## src/rtl/phy_out_lanes.sv

```systemverilog
// Multi-lane fabric-side feeder for per-lane serializers: input FIFO, HOLD/TRAIN/RUN
// sequencing, per-lane word rotation and sticky underrun detection.
module phy_out_lanes #(
    parameter int          LANES           = 4,
    parameter int          DATA_WIDTH      = 8,
    parameter int          FIFO_DEPTH      = 4,
    parameter int          RST_HOLD_CYCLES = 4,
    parameter logic [7:0]  TRAIN_PATTERN   = 8'h5C,
    parameter logic [7:0]  INIT_VALUE      = 8'h00
) (
    input  logic                                   clk_in,
    input  logic                                   reset,
    input  logic [LANES*DATA_WIDTH-1:0]            s_data,
    input  logic                                   s_valid,
    output logic                                   s_ready,
    input  logic                                   train_req,
    input  logic [LANES*$clog2(DATA_WIDTH)-1:0]    rot_sel,
    input  logic                                   underrun_clr,
    output logic [LANES*DATA_WIDTH-1:0]            data_to_serdes,
    output logic                                   serdes_rst,
    output logic [1:0]                             state,
    output logic                                   underrun,
    output logic [$clog2(FIFO_DEPTH):0]            fifo_level
);
    localparam int DW = DATA_WIDTH;
    localparam int RW = $clog2(DATA_WIDTH);
    localparam int PW = $clog2(FIFO_DEPTH);
    localparam int LW = PW + 1;
    localparam int WW = LANES * DATA_WIDTH;
    localparam logic [LW-1:0] DEPTH_L   = LW'(FIFO_DEPTH);
    localparam logic [7:0]    HOLD_LAST = 8'(RST_HOLD_CYCLES - 1);

    typedef enum logic [1:0] {ST_HOLD = 2'd0, ST_TRAIN = 2'd1, ST_RUN = 2'd2} state_t;

    state_t          state_q, state_d;
    logic [7:0]      hold_cnt_q, hold_cnt_d;
    logic [WW-1:0]   mem_q [FIFO_DEPTH];
    logic [WW-1:0]   mem_d [FIFO_DEPTH];
    logic [PW-1:0]   wr_ptr_q, wr_ptr_d, rd_ptr_q, rd_ptr_d;
    logic [LW-1:0]   level_q, level_d;
    logic [WW-1:0]   word_q, word_d;
    logic            word_vld_q, word_vld_d;
    logic            popped_q, popped_d;
    logic            underrun_q, underrun_d;
    logic            serdes_rst_q, serdes_rst_d;
    logic [WW-1:0]   dout_q, dout_d;
    logic            push, pop, underrun_set;

    // Output bit i takes word bit (i + r) mod DW; amounts past the lane width wrap once.
    function automatic logic [DW-1:0] rot_word(input logic [DW-1:0] w, input logic [RW-1:0] r);
        int              amt;
        logic [2*DW-1:0] dbl;
        amt = int'(r);
        if (amt >= DW) amt = amt - DW;
        dbl = {w, w} >> amt;
        return dbl[DW-1:0];
    endfunction

    always_comb begin
        state_d    = state_q;
        hold_cnt_d = hold_cnt_q;
        case (state_q)
            ST_HOLD: begin
                if (hold_cnt_q == HOLD_LAST) begin
                    state_d    = ST_TRAIN;
                    hold_cnt_d = '0;
                end else begin
                    hold_cnt_d = hold_cnt_q + 8'd1;
                end
            end
            ST_TRAIN: if (!train_req) state_d = ST_RUN;
            ST_RUN:   if (train_req)  state_d = ST_TRAIN;
            default:  state_d = ST_HOLD;
        endcase
    end

    // Pops stop while a return to TRAIN is requested so the staged word is never dropped.
    always_comb begin
        s_ready  = (state_q != ST_HOLD) && (level_q < DEPTH_L);
        push     = s_valid && s_ready;
        pop      = (state_q == ST_RUN) && !train_req && (level_q != '0);
        mem_d    = mem_q;
        if (push) mem_d[wr_ptr_q] = s_data;
        wr_ptr_d = push ? wr_ptr_q + PW'(1) : wr_ptr_q;
        rd_ptr_d = pop  ? rd_ptr_q + PW'(1) : rd_ptr_q;
        case ({push, pop})
            2'b10:   level_d = level_q + LW'(1);
            2'b01:   level_d = level_q - LW'(1);
            default: level_d = level_q;
        endcase
        word_d     = pop ? mem_q[rd_ptr_q] : word_q;
        word_vld_d = pop;
    end

    always_comb begin
        popped_d     = (state_q == ST_RUN) && (popped_q || pop);
        underrun_set = (state_q == ST_RUN) && !word_vld_q && popped_q;
        if (underrun_set)      underrun_d = 1'b1;
        else if (underrun_clr) underrun_d = 1'b0;
        else                   underrun_d = underrun_q;
        serdes_rst_d = (state_d == ST_HOLD);
        dout_d       = '0;
        for (int l = 0; l < LANES; l++) begin
            case (state_q)
                ST_HOLD:  dout_d[l*DW +: DW] = (state_d == ST_TRAIN)
                                               ? rot_word(TRAIN_PATTERN[DW-1:0], rot_sel[l*RW +: RW])
                                               : INIT_VALUE[DW-1:0];
                ST_TRAIN: dout_d[l*DW +: DW] = rot_word(TRAIN_PATTERN[DW-1:0], rot_sel[l*RW +: RW]);
                ST_RUN:   dout_d[l*DW +: DW] = word_vld_q
                                               ? rot_word(word_q[l*DW +: DW], rot_sel[l*RW +: RW])
                                               : INIT_VALUE[DW-1:0];
                default:  dout_d[l*DW +: DW] = INIT_VALUE[DW-1:0];
            endcase
        end
    end

    always_ff @(posedge clk_in or posedge reset) begin
        if (reset) begin
            state_q      <= ST_HOLD;
            hold_cnt_q   <= '0;
            for (int i = 0; i < FIFO_DEPTH; i++) mem_q[i] <= '0;
            wr_ptr_q     <= '0;
            rd_ptr_q     <= '0;
            level_q      <= '0;
            word_q       <= '0;
            word_vld_q   <= 1'b0;
            popped_q     <= 1'b0;
            underrun_q   <= 1'b0;
            serdes_rst_q <= 1'b1;
            for (int l = 0; l < LANES; l++) dout_q[l*DW +: DW] <= INIT_VALUE[DW-1:0];
        end else begin
            state_q      <= state_d;
            hold_cnt_q   <= hold_cnt_d;
            mem_q        <= mem_d;
            wr_ptr_q     <= wr_ptr_d;
            rd_ptr_q     <= rd_ptr_d;
            level_q      <= level_d;
            word_q       <= word_d;
            word_vld_q   <= word_vld_d;
            popped_q     <= popped_d;
            underrun_q   <= underrun_d;
            serdes_rst_q <= serdes_rst_d;
            dout_q       <= dout_d;
        end
    end

    assign data_to_serdes = dout_q;
    assign serdes_rst     = serdes_rst_q;
    assign state          = state_q;
    assign underrun       = underrun_q;
    assign fifo_level     = level_q;

endmodule

```

## config.mk

```make
export PLATFORM = sky130hd
export DESIGN_NAME = phy_out_lanes
export DESIGN_NICKNAME = d
export VERILOG_FILES = /design/src/rtl/phy_out_lanes.sv
export SDC_FILE = /design/constraint.sdc
export NUM_CORES = 1
export LEC_CHECK = 0
export BUFFER_PORTS_ARGS = -buffer_cell sky130_fd_sc_hd__buf_2
export CAP_MARGIN = 20
export CELL_PAD_IN_SITES_DETAIL_PLACEMENT = 1
export CELL_PAD_IN_SITES_GLOBAL_PLACEMENT = 2
export CORE_AREA = 2 2 137 206
export CTS_CLUSTER_DIAMETER = 200
export DETAILED_ROUTE_END_ITERATION = 10
export DIE_AREA = 0 0 139 208
export GPL_TIMING_DRIVEN = 0
export PLACE_DENSITY_LB_ADDON = 0.1
export SETUP_SLACK_MARGIN = 0.3
export SYNTH_ARGS = -nofsm -noshare
export SYNTH_HDL_FRONTEND = slang
export SYNTH_SLANG_ARGS = --single-unit
```

## constraint.sdc

```tcl
create_clock -name clk_in -period 6.4 [get_ports clk_in]
set_clock_uncertainty 0.15 [all_clocks]
set_input_delay 0.96 -clock clk_in [delete_from_list [all_inputs] [get_ports clk_in]]
set_output_delay 0.96 -clock clk_in [all_outputs]
set_load 0.03 [all_outputs]
```

==> out/qor.csv, run 1 <==
metric,value,unit
Buf/Inv on CP,3,
vias,6649,
share of synthesized registers carrying an async set or reset,100,%
run status,"finished, final reports clean",
Post-Syn Instances,755,
drt first pass iters,4,
Inst Count DP,1180,
drt via density,5.43,
hold_buf cts,0,
layout cells sized above 1,41.2,%
Clock Sinks,213,
Die W,139,um
Final GP Congestion,0.782,
antenna cells,0,
Die Height,208,um
CTS H-Tree Depth,1,
yosys warns,0,
maximum root-to-sink buffer count,3,
Cell Pwr Density,494,nW/um2
slew at the pin closest to its max-slew limit,0.870,ns
Setup TNS,0,ns
"Net Count, Synth",811,
Post-synth EDFFs,0,
drc violations,0,
P_leak,0.00533,uW
post-synthesis sequential area ratio,52.5,%
vias in the first global route,7631,
post-route ant nets,0,
CTS Buf Count,24,
Max stage delay on crit path,0.41,ns
first-pass GRT wire length,42.2,mm
WS Path Type,register to register,
Syn Area/Cell,13.4,um2
final critical-path required period,2.98,ns
CP max stage cell,dfrtp_1,
setup bufs post-CTS,0,
port bufs,78,
GRT Total Usage,18.2,%
worst-path maximum fanout,11,
Final Hold Viols,0,
Max IR drop VDD,0.252,mV
fin. max-slew vios,0,
crit path capture type,register,
Layout Nets,920,
Site Rows,74,
largest net degree at the start of global routing,48,
wire length per cell after detailed routing,21.0,um
Core ar.,27000,um2
DRT Wirelength,25.7,mm
worst endpoint required time,6.70,ns
IO Pins,89,
Initial Util,37.5,%
"Distinct cells, synth",37,
slew margin rel.,41.9,%
Layout Cells excl Fill,1224,
DR iter-0 viols,196,
Syn-to-layout area delta,16.8,%
critical-path cell list,clkbuf_1 -> nand2b_1 -> nor3_4 -> buf_2 -> ha_1 -> inv_1 -> fa_1 -> xor2_1 -> nor2_1 -> xor2_1,
post-CTS sizing,0,
max-cap violations,0,
CTS tree,done,
Clock Latency Late Sink,0.53,ns
RSZ-0062 raised after global routing,no,
Final Setup Violations,0,
Finished Core Util,43.8,%
"flops & latches, synth",213,
Max Freq,336,MHz
family with the most delay on the worst path,simple AND/OR/NAND/NOR gates,
Hold Crit Class,register to register,
CP most frequent cell,xor2_1,
DP Wirelength,19.3,mm
Die ar.,28900,um2
worst endpoint data arrival time,3.28,ns
Clk Tree Root Cell,clkbuf_16,
period utilization,46.5,%
CP startpoint kind,register,
prevailing post-synth register cell,dfrtp_1,
clock slew at reported path FFs,0.06,ns
grt ovf,0,
final-layout fill cell count,2839,
Post-Syn Area,10100,um2
antenna violations before repair,3,
[layout by cell type, fill, tap and decap left out, types with 25 or more instances in the layout]
cell type / n
clkbuf_1: 27
dfrtp_1: 212
clkbuf_16: 25
buf_2: 105
o22ai_1: 31
mux2_2: 176
mux4_2: 32
mux2i_1: 40
nand2_1: 28
[synthesized netlist by cell type, types with 17 or more instances]
library cell | instances | area (um2)
a21oi_1 | 23 | 115
nor2_1 | 23 | 86.3
mux2_2 | 176 | 1980
nand2_1 | 28 | 105
mux4_2 | 32 | 721
a22oi_1 | 23 | 173
mux2i_1 | 40 | 400
nor2b_1 | 18 | 113
clkbuf_1 | 23 | 86.3
o21ai_0 | 17 | 85.1
o22ai_1 | 31 | 194
buf_2 | 27 | 135
dfrtp_1 | 212 | 5310
[final cells by class]
class,count,area (um2),share of cell area (%)
Sequential cell,213,5330,45.0
Clock inverter,10,71.3,0.602
Buffer,53,233,1.96
Multi-Input combinational cell,477,4540,38.3
Inverter,12,48.8,0.412
Timing Repair Buffer,83,490,4.14
Clock buffer,34,709,5.99
Tap cell,342,428,3.61
[worst paths after layout]
path / cells past startpoint / endpoint / from / slack [ns]
max: 10 / fifo_level[2] / state[0] / 3.42
min: 1 / underrun / word_vld_q / 0.31
max reg2reg: 10 / fifo_level[2] / state[0] / 3.42
min reg2reg: 1 / underrun / word_vld_q / 0.31
max in group asynchronous: 5 / word_q[5] / reset / 4.43
min in group asynchronous: 2 / underrun / reset / 0.45
[layer usage]
| layer | track usage (%) | share of wire [%] | vias to the layer above |
|---|---|---|---|
| met3 | 2.74 | 3.3 | 42 |
| met4 | 5.22 | 2.4 | 6 |
| met2 | 34.2 | 54 | 106 |
| met5 | 0 | 0.12 | - |
| li1 | - | - | 3015 |
| met1 | 21.3 | 40 | 3480 |
[per-stage QoR]
stage | hold slack (ns) | cell area (um2) | power [uW] | worst slack [ns]
final | 0.310 | 11800 | 5850 | 3.42
after global routing | 0.362 | 11800 | 6240 | 3.18
after CTS | 0.316 | 11800 | 5950 | 3.36
after detailed placement | 0.307 | 11100 | 4580 | 3.09
after global placement | 0.287 | 11000 | 4420 | 1.47
after floorplan | 0.273 | 10100 | 3860 | 2.52
[logic make-up (layout without fill, tap and decap cells)]
logic type      Yosys count  count (layout)  synth area share (%)
compound gates          119             119                  7.77
xor+xnor                 10              10                 0.863
buf+inv                  65             192                  2.74
fa+ha+maj                 7               7                 0.937
simple gates             93              93                  4.56
mux                     248             248                  30.6
flops                   213             213                  52.5
[power by group]
part	switching (uW)	internal [uW]	leakage, uW
logic	1130	1080	0.00230
clock network	566	777	0.000387
registers	343	1960	0.00264
[sequential cells by signal, indices dropped and copies added, names as in the netlist]
signal,count
hold_cnt_q,8
word_q,32
serdes_rst,1
underrun,1
word_vld_q,1
fifo_level,3
mem_q,128
popped_q,1
rd_ptr_q,2
data_to_serdes,32
state,2
wr_ptr_q,2
Note: power is estimated with default switching activity, not from simulation.
==> run 2: changes to the inputs <==
- clock period: 6.4 -> 2.5 ns (I/O delays scaled with it)
==> out/qor.csv, run 2 (same netlist as run 1, synthesis figures left out) <==
metric,value,unit,change
run status,"finished, final reports clean",,unchanged
Final Hold Viols,0,,unchanged
worst-path maximum fanout,7,,was 11
Site Rows,74,,unchanged
Die Height,208,um,unchanged
layout cells sized above 1,41.4,%,was 41.2%
CTS tree,done,,unchanged
worst endpoint required time,2.77,ns,was 6.70 ns
WHS Path Cells,2,,was 1
WS Path Type,register to register,,unchanged
final critical-path required period,2.15,ns,was 2.98 ns
max-cap violations,0,,unchanged
P_leak,0.00553,uW,was 0.00533 uW
largest net degree at the start of global routing,46,,was 48
RSZ-0062 raised after global routing,yes,,was no
Final Setup Violations,0,,unchanged
maximum root-to-sink buffer count,3,,unchanged
CTS H-Tree Depth,1,,unchanged
Reg2Reg Depth,10,,unchanged
DRT Wirelength,25.4,mm,was 25.7 mm
Max stage delay on crit path,0.40,ns,was 0.41 ns
fin. max-slew vios,0,,unchanged
Die W,139,um,unchanged
crit path capture type,register,,unchanged
final worst slack,0.349,ns,was 3.42 ns
post-route ant nets,0,,unchanged
Clock Latency Late Sink,0.50,ns,was 0.53 ns
grt ovf,0,,unchanged
first-pass GRT wire length,41.4,mm,was 42.2 mm
Initial Util,37.5,%,unchanged
Syn-to-layout area delta,21.1,%,was 16.8%
port bufs,78,,unchanged
CP startpoint kind,register,,unchanged
DP Wirelength,18.8,mm,was 19.3 mm
DP Worst Slack,-0.302,ns,was 3.09 ns
slew margin rel.,42.5,%,was 41.9%
drt first pass iters,4,,unchanged
vias in the first global route,7520,,was 7631
"leading cell type in the layout, fill and taps excluded",dfrtp_1,,unchanged
period utilization,86.1,%,was 46.5%
vias,6695,,was 6649
wire length per cell after detailed routing,20.2,um,was 21.0 um
Clock Sinks,213,,unchanged
drt via density,5.33,,was 5.43
WHS,0.0191,ns,was 0.310 ns
Largest Register,mem_q,,unchanged
Max IR drop VDD,0.668,mV,was 0.252 mV
Final GP Congestion,0.786,,was 0.782
Clk Tree Root Cell,clkbuf_16,,unchanged
antenna cells,0,,unchanged
CP max stage cell,dfrtp_1,,unchanged
Layout Nets,955,,was 920
Cell Pwr Density,1230,nW/um2,was 494 nW/um2
drc violations,0,,unchanged
Max Freq,465,MHz,was 336 MHz
max reg flops,128,,unchanged
Die ar.,28900,um2,unchanged
Core ar.,27000,um2,unchanged
critical-path cell list,buf_4 -> nor2_4 -> nor3b_4 -> inv_1 -> ha_4 -> inv_1 -> fa_2 -> xor2_1 -> nor2_1 -> xor2_1,,was clkbuf_1 -> nand2b_1 -> nor3_4 -> buf_2 -> ha_1 -> inv_1 -> fa_1 -> xor2_1 -> nor2_1 -> xor2_1
slew at the pin closest to its max-slew limit,0.860,ns,was 0.870 ns
most frequent cells in the layout,"211 x dfrtp_1, 176 x mux2_2, 92 x buf_2",,"was 212 x dfrtp_1, 176 x mux2_2, 105 x buf_2"
CTS Buf Count,23,,was 24
GRT Total Usage,17.7,%,was 18.2%
IO Pins,89,,unchanged
worst endpoint data arrival time,2.42,ns,was 3.28 ns
DR iter-0 viols,336,,was 196
antenna violations before repair,1,,was 3
Hold Crit Class,input port to register,,was register to register
clock slew at reported path FFs,0.06,ns,about the same
==> run 2: area by class of cell <==
| type | instances | area [um2] |
|---|---|---|
| Buffer | 53 | 295 |
| Clock buffer | 32 | 649 |
| Tap cell | 342 | 428 |
| Timing Repair Buffer | 119 | 856 |
| Fill cell | 2836 | 14800 |
| Multi-Input combinational cell | 477 | 4570 |
| Inverter | 12 | 48.8 |
| Sequential cell | 213 | 5330 |
| Clock inverter | 9 | 101 |
==> run 2: path summary, 6_finish.rpt <==
| path | slack [ns] | end | from |
|---|---|---|---|
| worst max register to register | 0.35 | fifo_level[2] | state[0] |
| worst max-delay path | 0.35 | fifo_level[2] | state[0] |
| worst min-delay path | 0.02 | mem_q[111] | s_data[15] |
| max in group asynchronous | 0.63 | mem_q[100] | reset |
| min in group asynchronous | 0.44 | hold_cnt_q[4] | reset |
| worst min register to register | 0.31 | underrun | word_vld_q |
==> run 2: critical path: cells and delay by family, from the launching register on <==
| family | cells | cell delay (ns) |
|---|---|---|
| XOR/XNOR | 2 | 0.30 |
| AND/OR/NAND/NOR | 3 | 0.42 |
| adder cells (fa/ha/maj) | 2 | 0.48 |
| buffers and inverters | 3 | 0.31 |
| flip-flops | 1 | 0.40 |
==> run 2: where the power goes <==
part / switching [uW] / internal (uW) / total, uW
Sequential: 901 / 5020 / 5920
Combinational: 2890 / 2930 / 5830
Clock: 1350 / 2020 / 3370
Total: 5140 / 9970 / 15100
==> run 2: repair_timing <==
action | in CTS | in global routing
buffers inserted | 6 | 0
hold buffers | 29 | 1
pin swaps | 3 | 3
endpoints found under the setup margin | 191 | 47
hold endpoints to repair | 118 | 1
gates resized for setup | 24 | 12
==> run 2: metal layers <==
layer / GRT usage, % / wire [um] / up-vias
li1: - / - / 3081
met1: 21.7 / 10600 / 3449
met2: 32.1 / 13200 / 120
met3: 2.37 / 823 / 43
met4: 5.54 / 710 / 2
met5: 0 / 15 / -
==> run 2: per-stage QoR <==
step | utilization, % | power [uW] | std cells | instance area (um2) | TNS [ns]
after floorplan | - | 9900 | 755 | 10200 | -168.55
after global placement | 40.6 | 11300 | 1175 | 11000 | -383.62
after detailed placement | 41.0 | 11700 | 1180 | 11100 | -2.65
after CTS | 45.3 | 15300 | 1256 | 12200 | 0
after global routing | 45.4 | 16100 | 1257 | 12300 | 0
final | 45.4 | 15100 | 1257 | 12300 | 0
==> run 3: changes to the inputs <==
- CORE_AREA: 2 2 137 206 -> 2 2 141 170
- DIE_AREA: 0 0 139 208 -> 0 0 143 172
- clock period: 2.5 -> 2.6 ns (I/O delays scaled with it)
==> out/qor.csv, run 3 (same netlist as run 1, synthesis figures left out) <==
metric,value,unit,change
WS Path Type,register to register,,unchanged
final critical-path required period,2.22,ns,was 2.15 ns
clock slew at reported path FFs,0.06,ns,about the same
DP Wirelength,18.2,mm,was 18.8 mm
Site Rows,61,,was 74
worst endpoint data arrival time,2.49,ns,was 2.42 ns
CP max stage cell,dfrtp_1,,unchanged
slew at the pin closest to its max-slew limit,0.717,ns,was 0.860 ns
Critical Path Start,state[0],,unchanged
antenna cells,0,,unchanged
CTS tree,done,,unchanged
min-delay src,s_data[19],,was s_data[15]
port bufs,78,,unchanged
DR iter-0 viols,253,,was 336
antenna violations before repair,0,,was 1
Initial Util,44.2,%,was 37.5%
crit path capture type,register,,unchanged
cell area after layout,12000,um2,was 12300 um2
run status,"finished, final reports clean",,unchanged
first-pass GRT wire length,40.3,mm,was 41.4 mm
worst endpoint required time,2.87,ns,was 2.77 ns
IO Pins,89,,unchanged
CTS Buf Count,24,,was 23
Max IR drop VDD,0.629,mV,was 0.668 mV
Hold Crit Class,input port to register,,unchanged
post-placement cell area,11000,um2,was 11100 um2
fin. max-slew vios,0,,unchanged
Max stage delay on crit path,0.40,ns,about the same
Syn-to-layout area delta,18.2,%,was 21.1%
Cell Pwr Density,1210,nW/um2,was 1230 nW/um2
max-cap violations,0,,unchanged
RR Startpoint,state[0],,unchanged
Clk Tree Root Cell,clkbuf_16,,unchanged
drt via density,5.51,,was 5.33
DRT Wirelength,24.5,mm,was 25.4 mm
"leading cell type in the layout, fill and taps excluded",dfrtp_1,,unchanged
drt first pass iters,4,,unchanged
period utilization,85.5,%,was 86.1%
layout cells sized above 1,41.7,%,was 41.4%
Core ar.,23000,um2,was 27000 um2
wire length per cell after detailed routing,20.3,um,was 20.2 um
maximum root-to-sink buffer count,3,,unchanged
P_leak,0.00541,uW,was 0.00553 uW
Max Freq,450,MHz,was 465 MHz
post-route ant nets,0,,unchanged
Largest Register,mem_q,,unchanged
most frequent cells in the layout,"212 x dfrtp_1, 176 x mux2_2, 99 x buf_2",,"was 211 x dfrtp_1, 176 x mux2_2, 92 x buf_2"
Final GP Congestion,0.845,,was 0.786
drc violations,0,,unchanged
Die ar.,24600,um2,was 28900 um2
Clock Sinks,213,,unchanged
critical-path cell list,buf_6 -> nand2b_4 -> nor3_4 -> buf_6 -> ha_2 -> inv_1 -> fa_2 -> xor2_1 -> nor2_1 -> xor2_1,,was buf_4 -> nor2_4 -> nor3b_4 -> inv_1 -> ha_4 -> inv_1 -> fa_2 -> xor2_1 -> nor2_1 -> xor2_1
Final Hold Viols,0,,unchanged
worst-path maximum fanout,10,,was 7
grt ovf,0,,unchanged
Die Height,172,um,was 208 um
Layout Nets,932,,was 955
GRT Total Usage,20.7,%,was 17.7%
Die W,143,um,was 139 um
CTS H-Tree Depth,1,,unchanged
Finished Core Util,52.2,%,was 45.4%
CP startpoint kind,register,,unchanged
Buf/Inv on CP,3,,unchanged
vias in the first global route,7323,,was 7520
Final Setup Violations,0,,unchanged
largest net degree at the start of global routing,46,,unchanged
RSZ-0062 raised after global routing,yes,,unchanged
max reg flops,128,,unchanged
vias,6656,,was 6695
slew margin rel.,52.2,%,was 42.5%
family with the most delay on the worst path,adder cells,,unchanged
Clock Latency Late Sink,0.50,ns,about the same
-- run 3: cell count changes in the layout (fill, tap and decap cells not counted), moves of 2 or more --
cell           previous run  this run
clkbuf_16                23        25
buf_2                    92        99
clkbuf_4                  3         5
clkbuf_1                 21        27
buf_4                    16         4
clkinv_2                  5         2
dlygate4sd3_1            30         7
-- run 3: path summary, 6_finish.rpt --
check | endpoint | slack, ns | depth (start not counted)
worst max-delay path | fifo_level[2] | 0.38 | 10
worst min-delay path | mem_q[51] | 0.02 | 2
worst max register to register | fifo_level[2] | 0.38 | 10
worst min register to register | underrun | 0.31 | 1
max in group asynchronous | serdes_rst | 1.16 | 5
min in group asynchronous | mem_q[55] | 0.28 | 3
-- run 3: what timing repair did --
item,4_1_cts,5_1_grt
setup endpoints to repair,151,134
buffers inserted,3,2
hold endpoints to repair,23,0
resized for setup,7,13
pin swaps,1,4
hold buffers,7,0
-- run 3: area by class of cell --
cell class	instances	area [um2]
fill	2318	11000
inverter	12	48.8
multi-input combinational	477	4560
timing repair buffer	95	611
sequential	213	5330
clock buffer	39	728
tap	315	394
clock inverter	5	55.1
buffer	53	265
-- run 3: worst reg2reg max path: cells and delay by family (launching register included) --
family / cells / cell delay (ns)
fa+ha+maj: 2 / 0.50
simple gates: 3 / 0.44
flops: 1 / 0.40
xor+xnor: 2 / 0.33
buf+inv: 3 / 0.32
-- run 3: report_power, final --
| part | total [uW] | switching, uW | internal (uW) | leakage (uW) |
|---|---|---|---|---|
| Clock | 3290 | 1280 | 2010 | 0.000377 |
| Sequential | 5700 | 872 | 4830 | 0.00264 |
| Combinational | 5480 | 2730 | 2750 | 0.00239 |
-- run 3: per-stage QoR --
step                setup slack (ns)  power, uW  hold slack [ns]  TNS, ns  instances
floorplan                     -0.709       9520            0.273  -150.38        755
global placement               -1.72      10800            0.289  -361.24       1148
detailed placement            -0.239      11200            0.248   -0.239       1153
CTS                            0.189      14600          0.00161        0       1207
global route                   0.259      15400          0.00814        0       1209
finish                         0.377      14500           0.0178        0       1209
-- run 3: routing by layer --
layer / global-route usage, % / wire length [um]
met5: 0 / 0
met4: 4.35 / 354
met3: 2.52 / 952
met2: 36.0 / 12400
met1: 28.0 / 10800
